$ cat src/rtl/pe_array_ctrl.sv
// Sequencer for a ROWS x COLS Life PE array: loads a pattern cell by cell,
// runs a programmable number of generations (stopping early once the array
// is stable), then streams the final array contents out row-major.
module pe_array_ctrl #(
   parameter int ROWS     = 8,
   parameter int COLS     = 8,
   parameter int GEN_BITS = 16
) (
   input  logic                clk,
   input  logic                rst,
   input  logic                start,
   input  logic                load_en,
   input  logic [GEN_BITS-1:0] gen_count,
   input  logic                ld_valid,
   output logic                ld_ready,
   input  logic                ld_data,
   output logic                rd_valid,
   input  logic                rd_ready,
   output logic                rd_data,
   output logic                rd_last,
   output logic                busy,
   output logic                done,
   output logic                stable,
   output logic [GEN_BITS-1:0] gens_done,
   output logic [1:0]          cmd,
   output logic [ROWS-1:0]     rsel_i,
   output logic [COLS-1:0]     csel_i,
   output logic                state_in,
   output logic [ROWS-1:0]     rsel_o,
   output logic [COLS-1:0]     csel_o,
   input  logic                array_state,
   input  logic                array_active
);

   localparam int RW = (ROWS > 1) ? $clog2(ROWS) : 1;
   localparam int CW = (COLS > 1) ? $clog2(COLS) : 1;
   localparam logic [RW-1:0] R_LAST = RW'(ROWS - 1);
   localparam logic [CW-1:0] C_LAST = CW'(COLS - 1);

   localparam logic [1:0] S_IDLE = 2'd0;
   localparam logic [1:0] S_LOAD = 2'd1;
   localparam logic [1:0] S_RUN  = 2'd2;
   localparam logic [1:0] S_READ = 2'd3;

   localparam logic [1:0] CMD_NOP     = 2'd0;
   localparam logic [1:0] CMD_PROCESS = 2'd1;
   localparam logic [1:0] CMD_WRITE   = 2'd2;

   logic [1:0]          state_q, state_d;
   logic [RW-1:0]       r_q, r_d, r_next;
   logic [CW-1:0]       c_q, c_d, c_next;
   logic [GEN_BITS-1:0] g_q, g_d, g_inc;
   logic [GEN_BITS-1:0] cnt_q, cnt_d;
   logic                stable_q, stable_d;
   logic                ld_done_q, ld_done_d;
   logic                done_q, done_d;
   logic [1:0]          cmd_q, cmd_d;
   logic [ROWS-1:0]     rsel_i_q, rsel_i_d, rsel_o_q, rsel_o_d;
   logic [COLS-1:0]     csel_i_q, csel_i_d, csel_o_q, csel_o_d;
   logic                state_in_q, state_in_d;
   logic                cell_last, ld_hs, rd_hs;

   function automatic logic [ROWS-1:0] row_onehot(input logic [RW-1:0] idx);
      return ROWS'(1) << idx;
   endfunction

   function automatic logic [COLS-1:0] col_onehot(input logic [CW-1:0] idx);
      return COLS'(1) << idx;
   endfunction

   // Generation counter never wraps; it pins at all-ones.
   function automatic logic [GEN_BITS-1:0] sat_inc(input logic [GEN_BITS-1:0] v);
      return (v == {GEN_BITS{1'b1}}) ? v : v + 1'b1;
   endfunction

   assign cell_last = (r_q == R_LAST) && (c_q == C_LAST);
   assign c_next    = (c_q == C_LAST) ? '0 : c_q + 1'b1;
   assign r_next    = (c_q != C_LAST) ? r_q : ((r_q == R_LAST) ? '0 : r_q + 1'b1);
   assign g_inc     = sat_inc(g_q);

   // ld_done_q marks the extra LOAD cycle in which the last cell's WRITE is on the bus.
   assign ld_ready  = (state_q == S_LOAD) && !ld_done_q;
   assign ld_hs     = ld_ready && ld_valid;
   assign rd_valid  = (state_q == S_READ);
   assign rd_hs     = rd_valid && rd_ready;
   assign rd_data   = rd_valid && array_state;
   assign rd_last   = rd_valid && cell_last;
   assign busy      = (state_q != S_IDLE);
   assign done      = done_q;
   assign stable    = stable_q;
   assign gens_done = g_q;
   assign cmd       = cmd_q;
   assign rsel_i    = rsel_i_q;
   assign csel_i    = csel_i_q;
   assign state_in  = state_in_q;
   assign rsel_o    = rsel_o_q;
   assign csel_o    = csel_o_q;

   // Next-state logic; command and write selects default to an idle bus every cycle.
   always_comb begin
      state_d    = state_q;
      r_d        = r_q;
      c_d        = c_q;
      g_d        = g_q;
      cnt_d      = cnt_q;
      stable_d   = stable_q;
      ld_done_d  = ld_done_q;
      done_d     = 1'b0;
      cmd_d      = CMD_NOP;
      rsel_i_d   = '0;
      csel_i_d   = '0;
      state_in_d = 1'b0;
      rsel_o_d   = rsel_o_q;
      csel_o_d   = csel_o_q;
      case (state_q)
         S_IDLE: begin
            if (start) begin
               cnt_d     = gen_count;
               stable_d  = 1'b0;
               g_d       = '0;
               r_d       = '0;
               c_d       = '0;
               ld_done_d = 1'b0;
               if (load_en) begin
                  state_d = S_LOAD;
               end else if (gen_count != '0) begin
                  state_d = S_RUN;
                  cmd_d   = CMD_PROCESS;
               end else begin
                  state_d  = S_READ;
                  rsel_o_d = row_onehot('0);
                  csel_o_d = col_onehot('0);
               end
            end
         end
         S_LOAD: begin
            if (ld_done_q) begin
               ld_done_d = 1'b0;
               if (cnt_q != '0) begin
                  state_d = S_RUN;
                  cmd_d   = CMD_PROCESS;
               end else begin
                  state_d  = S_READ;
                  rsel_o_d = row_onehot('0);
                  csel_o_d = col_onehot('0);
               end
            end else if (ld_hs) begin
               cmd_d      = CMD_WRITE;
               rsel_i_d   = row_onehot(r_q);
               csel_i_d   = col_onehot(c_q);
               state_in_d = ld_data;
               r_d        = r_next;
               c_d        = c_next;
               ld_done_d  = cell_last;
            end
         end
         S_RUN: begin
            g_d = g_inc;
            if (!array_active) begin
               stable_d = 1'b1;
            end
            if (!array_active || (g_inc >= cnt_q)) begin
               state_d  = S_READ;
               r_d      = '0;
               c_d      = '0;
               rsel_o_d = row_onehot('0);
               csel_o_d = col_onehot('0);
            end else begin
               cmd_d = CMD_PROCESS;
            end
         end
         S_READ: begin
            if (rd_hs) begin
               if (cell_last) begin
                  state_d  = S_IDLE;
                  done_d   = 1'b1;
                  r_d      = '0;
                  c_d      = '0;
                  rsel_o_d = '0;
                  csel_o_d = '0;
               end else begin
                  r_d      = r_next;
                  c_d      = c_next;
                  rsel_o_d = row_onehot(r_next);
                  csel_o_d = col_onehot(c_next);
               end
            end
         end
         default: state_d = S_IDLE;
      endcase
   end

   // State and output registers; reset abandons any job in flight.
   always_ff @(posedge clk) begin
      if (!rst) begin
         state_q    <= S_IDLE;
         r_q        <= '0;
         c_q        <= '0;
         g_q        <= '0;
         cnt_q      <= '0;
         stable_q   <= 1'b0;
         ld_done_q  <= 1'b0;
         done_q     <= 1'b0;
         cmd_q      <= CMD_NOP;
         rsel_i_q   <= '0;
         csel_i_q   <= '0;
         state_in_q <= 1'b0;
         rsel_o_q   <= '0;
         csel_o_q   <= '0;
      end else begin
         state_q    <= state_d;
         r_q        <= r_d;
         c_q        <= c_d;
         g_q        <= g_d;
         cnt_q      <= cnt_d;
         stable_q   <= stable_d;
         ld_done_q  <= ld_done_d;
         done_q     <= done_d;
         cmd_q      <= cmd_d;
         rsel_i_q   <= rsel_i_d;
         csel_i_q   <= csel_i_d;
         state_in_q <= state_in_d;
         rsel_o_q   <= rsel_o_d;
         csel_o_q   <= csel_o_d;
      end
   end

endmodule

$ cat config.mk
export PLATFORM = sky130hd
export DESIGN_NAME = pe_array_ctrl
export DESIGN_NICKNAME = d
export VERILOG_FILES = /design/src/rtl/pe_array_ctrl.sv
export SDC_FILE = /design/constraint.sdc
export NUM_CORES = 1
export LEC_CHECK = 0
export BUFFER_PORTS_ARGS = -buffer_cell sky130_fd_sc_hd__clkbuf_2
export CAP_MARGIN = 0
export CELL_PAD_IN_SITES_DETAIL_PLACEMENT = 0
export CELL_PAD_IN_SITES_GLOBAL_PLACEMENT = 1
export CORE_MARGIN = 3
export CORE_UTILIZATION = 30
export DETAILED_ROUTE_END_ITERATION = 16
export HOLD_SLACK_MARGIN = 0.08
export PLACE_DENSITY = 0.67
export SLEW_MARGIN = 25
export SYNTH_ARGS = -nofsm -noshare
export SYNTH_HDL_FRONTEND = slang
export SYNTH_SLANG_ARGS = --single-unit
export TNS_END_PERCENT = 5
$ cat constraint.sdc
create_clock -name clk -period 9.8 [get_ports clk]
set_input_delay 1.96 -clock clk [delete_from_list [all_inputs] [get_ports clk]]
set_output_delay 1.96 -clock clk [all_outputs]
set_load 0.02 [all_outputs]
* Yosys cells after proc, flatten, opt, wreduce, memory -nomap -nowiden
Index checks and enable logic that the tools add are counted.
Word-level totals: bits in registers 78, latch bits 0, bits in writable memories 0, memory bits (read-only) 0, input port bits 25, output and inout port bits 58, memories 0
Operators by class: add/sub/neg operators 3, $mul 0, div/mod/pow operators 0, order comparisons 1, equality and inequality tests 18, shift-type cells 4, multiplexer cells 54, bitwise gates (word level) 3, reduce and logical (&&, ||, !) cells 24
Operators by type and width (count):
- $mux 8 | 10
- $pmux 8 s4 | 2
- $mux 3 | 13
- $mux 16 | 2
- $pmux 16 s2 | 1
- $reduce_bool 16->1 | 2
- $shl 1x3->8 const A | 4
- $pmux 3 s4 | 2
- $ne 2x2->1 const B | 9
- $add 16x1->16 const B | 1
- $eq 16x16->1 const B | 1
- $ge 16x16->1 | 1
- $mux 2 | 8
- $mux 1 | 12
- $reduce_and 5->1 | 2
- $pmux 2 s4 | 1
- $reduce_and 7->1 | 1
- $add 3x1->3 const B | 2
- $eq 3x3->1 const B | 2
- $logic_and 1x1->1 | 6
- $pmux 2 s3 | 1
- $reduce_and 2->1 | 3
- $reduce_and 3->1 | 2
- $reduce_bool 2->1 | 3
- 10 further kinds | 16

* Logic depth before layout (Yosys ltp)
depth in word-level cells 7, mapped depth 16

* Worst setup path before layout
Ideal clock, no wire load.
path type input to output, from input port array_state, to output port rd_data, arrival time 2176 ps, setup slack 5664 ps, cell stages on the path 1, path through and2_1
Between the ends: longest elaborated chain between the ends 1
RTL lines:
- start, declared | RTL line 31 | input logic array_state,
- $logic_and 1x1->1 | RTL line 86 | assign rd_data = rd_valid && array_state;
- end, declared | RTL line 19 | output logic rd_data,
Every way passes these cells.

* Final worst setup path
from register g_q[0] (netlist: gens_done[0]), to register r_q[2]
Between the ends: longest elaborated chain between the ends 6, elaborated cells on any way between the ends 7, those cells by class add/sub (1); order compare (1); eq/ne (2); mux (1); reduce/logical (2)
RTL lines:
- start, declared | RTL line 52 | logic [GEN_BITS-1:0] g_q, g_d, g_inc;
- start signal, assigned | RTL line 214 | g_q <= g_d;
- $add 16x1->16 / $eq 16x16->1 (equally long branches) | RTL line 73 | return (v == {GEN_BITS{1'b1}}) ? v : v + 1'b1;
- $mux 16 (*) | RTL line 73
- $ge 16x16->1 (*) | RTL line 162 | if (!array_active || (g_inc >= cnt_q)) begin
- $logic_or 1x1->1 (*) | RTL line 162
- $ne 2x2->1 (no line) (*)
- $reduce_and 5->1 (no line) (*)
- end signal, assigned | RTL line 212 | r_q <= r_d;
- end, declared | RTL line 50 | logic [RW-1:0] r_q, r_d, r_next;
Every way passes the cells marked *; elsewhere a longest branch is shown, timed or not. A chain may end at the register's enable or synchronous reset.

==> results.ini <==
[outcome]
status=completed

[clock_tree]
cts.sinks=78
clk_pin_slew_ps=60
postCtsHoldBufs=0
cts_setup_buffers=0
clk_latency_ps=340
cts_max_path_buffers=2
cts_root_buffer=clkbuf_16
cts_tree=built
cts_max_level=3
numCtsBuffers=9
ctsResizeCount=0

[synth]
ys_ff_latch=78
synthesis.nets=548
synth_compound_area_share_pct=15.2
synthTopCellsByCount=nand2_1, dfxtp_1, a21oi_1, nor2_1, ha_1
synthMuxAreaShare_pct=5.73
synth_fa_ha_area_share_pct=9.45
syn_avg_cell_area_um2=8.34
synth_edf_count=0
synth_top_cell_by_area=dfxtp_1
synthXorXnorAreaFrac_pct=2.13
synth_simple_gate_area_share_pct=24.0
ys_top_cells_by_area=dfxtp_1, ha_1, nand2_1, a21oi_1, mux2i_1
syn_area_um2=4100
ys.flop_type=dfxtp_1
yosysSeqAreaShare_pct=38.0
synth_most_common_cell=nand2_1
synth_async_sr_flop_share_pct=0
syn_inst=492
synth_top_area_share_pct=38.0
ys_warn_count=0
yosysUniqueCellTypes=51
synth_top_family_by_area=simple AND/OR/NAND/NOR gates

[floorplanning]
core_um2=13300
initial_core_util_pct=30.9
dieWidth_um=123
dieArea_um2=15100
io-pin-count=83
die-height_um=123
rows=42

[detailed_routing]
wire_per_inst_um=14.6
drtIter0Drc=190
drcViolationCount=0
ant_nets=0
via_per_inst=4.87
routed_wl_um=10900
vias=3620
dr.pass1.iters=4

[worst_setup_path]
critical_path_class=reg -> reg
critPathBufInv=0
path_depth=13
cpMaxStageDelayCell=or4_1
cp_max_fo=14
rr_worst_depth=13
critPathTopFamily=simple AND/OR/NAND/NOR gates
critPathRequiredTime_ps=10040
crit_chain=ha_1 > nand4_1 > nor2_1 > nand2_1 > nand3_1 > xnor2_1 > ha_1 > nand4_1 > or4_1 > o32a_2 > a21oi_2 > o21ai_1 > a32o_1
critPathArrivalTime_ps=4600
endpoint_kind=register
slowest_delay_ps=520
startpoint_type=register

[power]
irDropWorstVdd_v=0.000103
cellLeakagePower_nw=2.13
p_per_area_nw_per_um2=203

[sta]
period_needed_ps=4360
fin_tns_setup_ps=0
finalCritPeriodShare_pct=44.5
grt_setup_unrepaired=false
whs_ps=458
max_freq_mhz=229
worstMarginPinSlew_ps=732
fin_worst_skew_ps=7.31
setup_violations=0
hold_viol_final=0
max_slew_margin_pct=51.0
finalMaxSlewViolations=0

[finish]
ff_latch_area_um2=1560
antennaDiodeCount=0
drive_gt1_share_pct=19.5
final.fill_count=1432
multi_input_area_um2=2320
area_growth_pct=20.2
nets=619

[placement]
port_buffers=82
dp_hpwl_um=8330
gp_congestion=0.821

[global_route]
grt_pass1_vias=3667
antenna_found_initial=0
grt_pass1_wl_um=18000
grt_util_all_layers_pct=15.3
grt_overflow=0
grt_max_degree=33

[worst_hold_path]
hold_depth=2
hold_path.class=reg -> reg

[flow_run]
drv_cap=0

-- worst register-to-register path, delay by kind of cell, from the launching register on --
family | cells | cell delay, ps
AOI/OAI and AO/OA | 4 | 1250
xor gates and xnor gates | 1 | 90
adders and majority gates | 2 | 600
DFF | 1 | 470
and+or+nand+nor | 6 | 1870
-- layout by cell type (no fill, tap or decap), types with 3 or more instances in the layout --
cell and count:
mux2i_1 19, clkbuf_16 9, nand3_1 21, xnor2_1 5, a22o_1 8, and3_1 17
nand4_1 6, dfxtp_1 78, inv_1 26, o21a_1 4, and2_1 14, nor4_1 10
xor2_1 5, clkbuf_2 82, nor3_1 6, nor2b_1 3, mux2_2 4, a21oi_1 39
o21ai_0 18, nand2_1 79, nor2_1 38, ha_1 31
-- report_power, final --
group	switching, mW	leakage [nW]	internal [mW]	total [mW]
combinational	0.175	1.34	0.0997	0.274
sequential	0.0209	0.632	0.343	0.364
clock	0.138	0.154	0.225	0.363
-- state kept, by name (all words and copies together) (netlist names) --
| register | cells |
|---|---|
| csel_o | 8 |
| c_q | 3 |
| stable | 1 |
| gens_done | 16 |
| csel_i | 8 |
| rsel_i | 8 |
| cnt_q | 16 |
| r_q | 3 |
| state_in | 1 |
| done | 1 |
| state_q | 2 |
| ld_done_q | 1 |
| cmd | 2 |
| rsel_o | 8 |
-- layer usage --
layer / GRT usage [%] / up-vias / wire length (µm)
li1: - / 1856 / -
met1: 18.0 / 1697 / 4810
met2: 27.2 / 61 / 5530
met3: 4.80 / 6 / 474
met4: 3.36 / 0 / 81
met5: 0 / - / 0
-- final timing paths --
kind	from	endpoint	slack, ps
max	gens_done[0]$_SDFFE_PN0P_	r_q[2]$_SDFFE_PN0P_	5440
min	csel_o[6]$_SDFFE_PN0P_	csel_o[6]$_SDFFE_PN0P_	460
min reg2reg	csel_o[6]$_SDFFE_PN0P_	csel_o[6]$_SDFFE_PN0P_	460
max reg2reg	gens_done[0]$_SDFFE_PN0P_	r_q[2]$_SDFFE_PN0P_	5440
-- per-stage QoR --
stage	instance area, µm²	power [mW]	worst slack [ps]	instances	util (%)
floorplan	4100	0.591	5660	492	-
global placement	4610	0.644	5520	728	34.7
detailed placement	4610	0.649	5490	728	34.7
CTS	4930	1.02	5470	744	37.1
global route	4930	1.07	5140	744	37.1
finish	4930	1.00	5440	744	37.1
-- logic make-up after synthesis --
kind of cell,count (synthesis)
simple gates,207
fa+ha+maj,31
mux,23
xor+xnor,10
compound gates,94
buf+inv,49
flops,78
-- area by class of cell --
class / count / share of cell area [%]
tap: 176 / 4.46
clock buffer: 10 / 4.64
timing repair buffer: 82 / 8.32
sequential: 78 / 31.7
clock inverter: 6 / 1.90
multi-input combinational: 365 / 47.0
inverter: 27 / 2.05
Note: power is estimated with default switching activity, not from simulation.
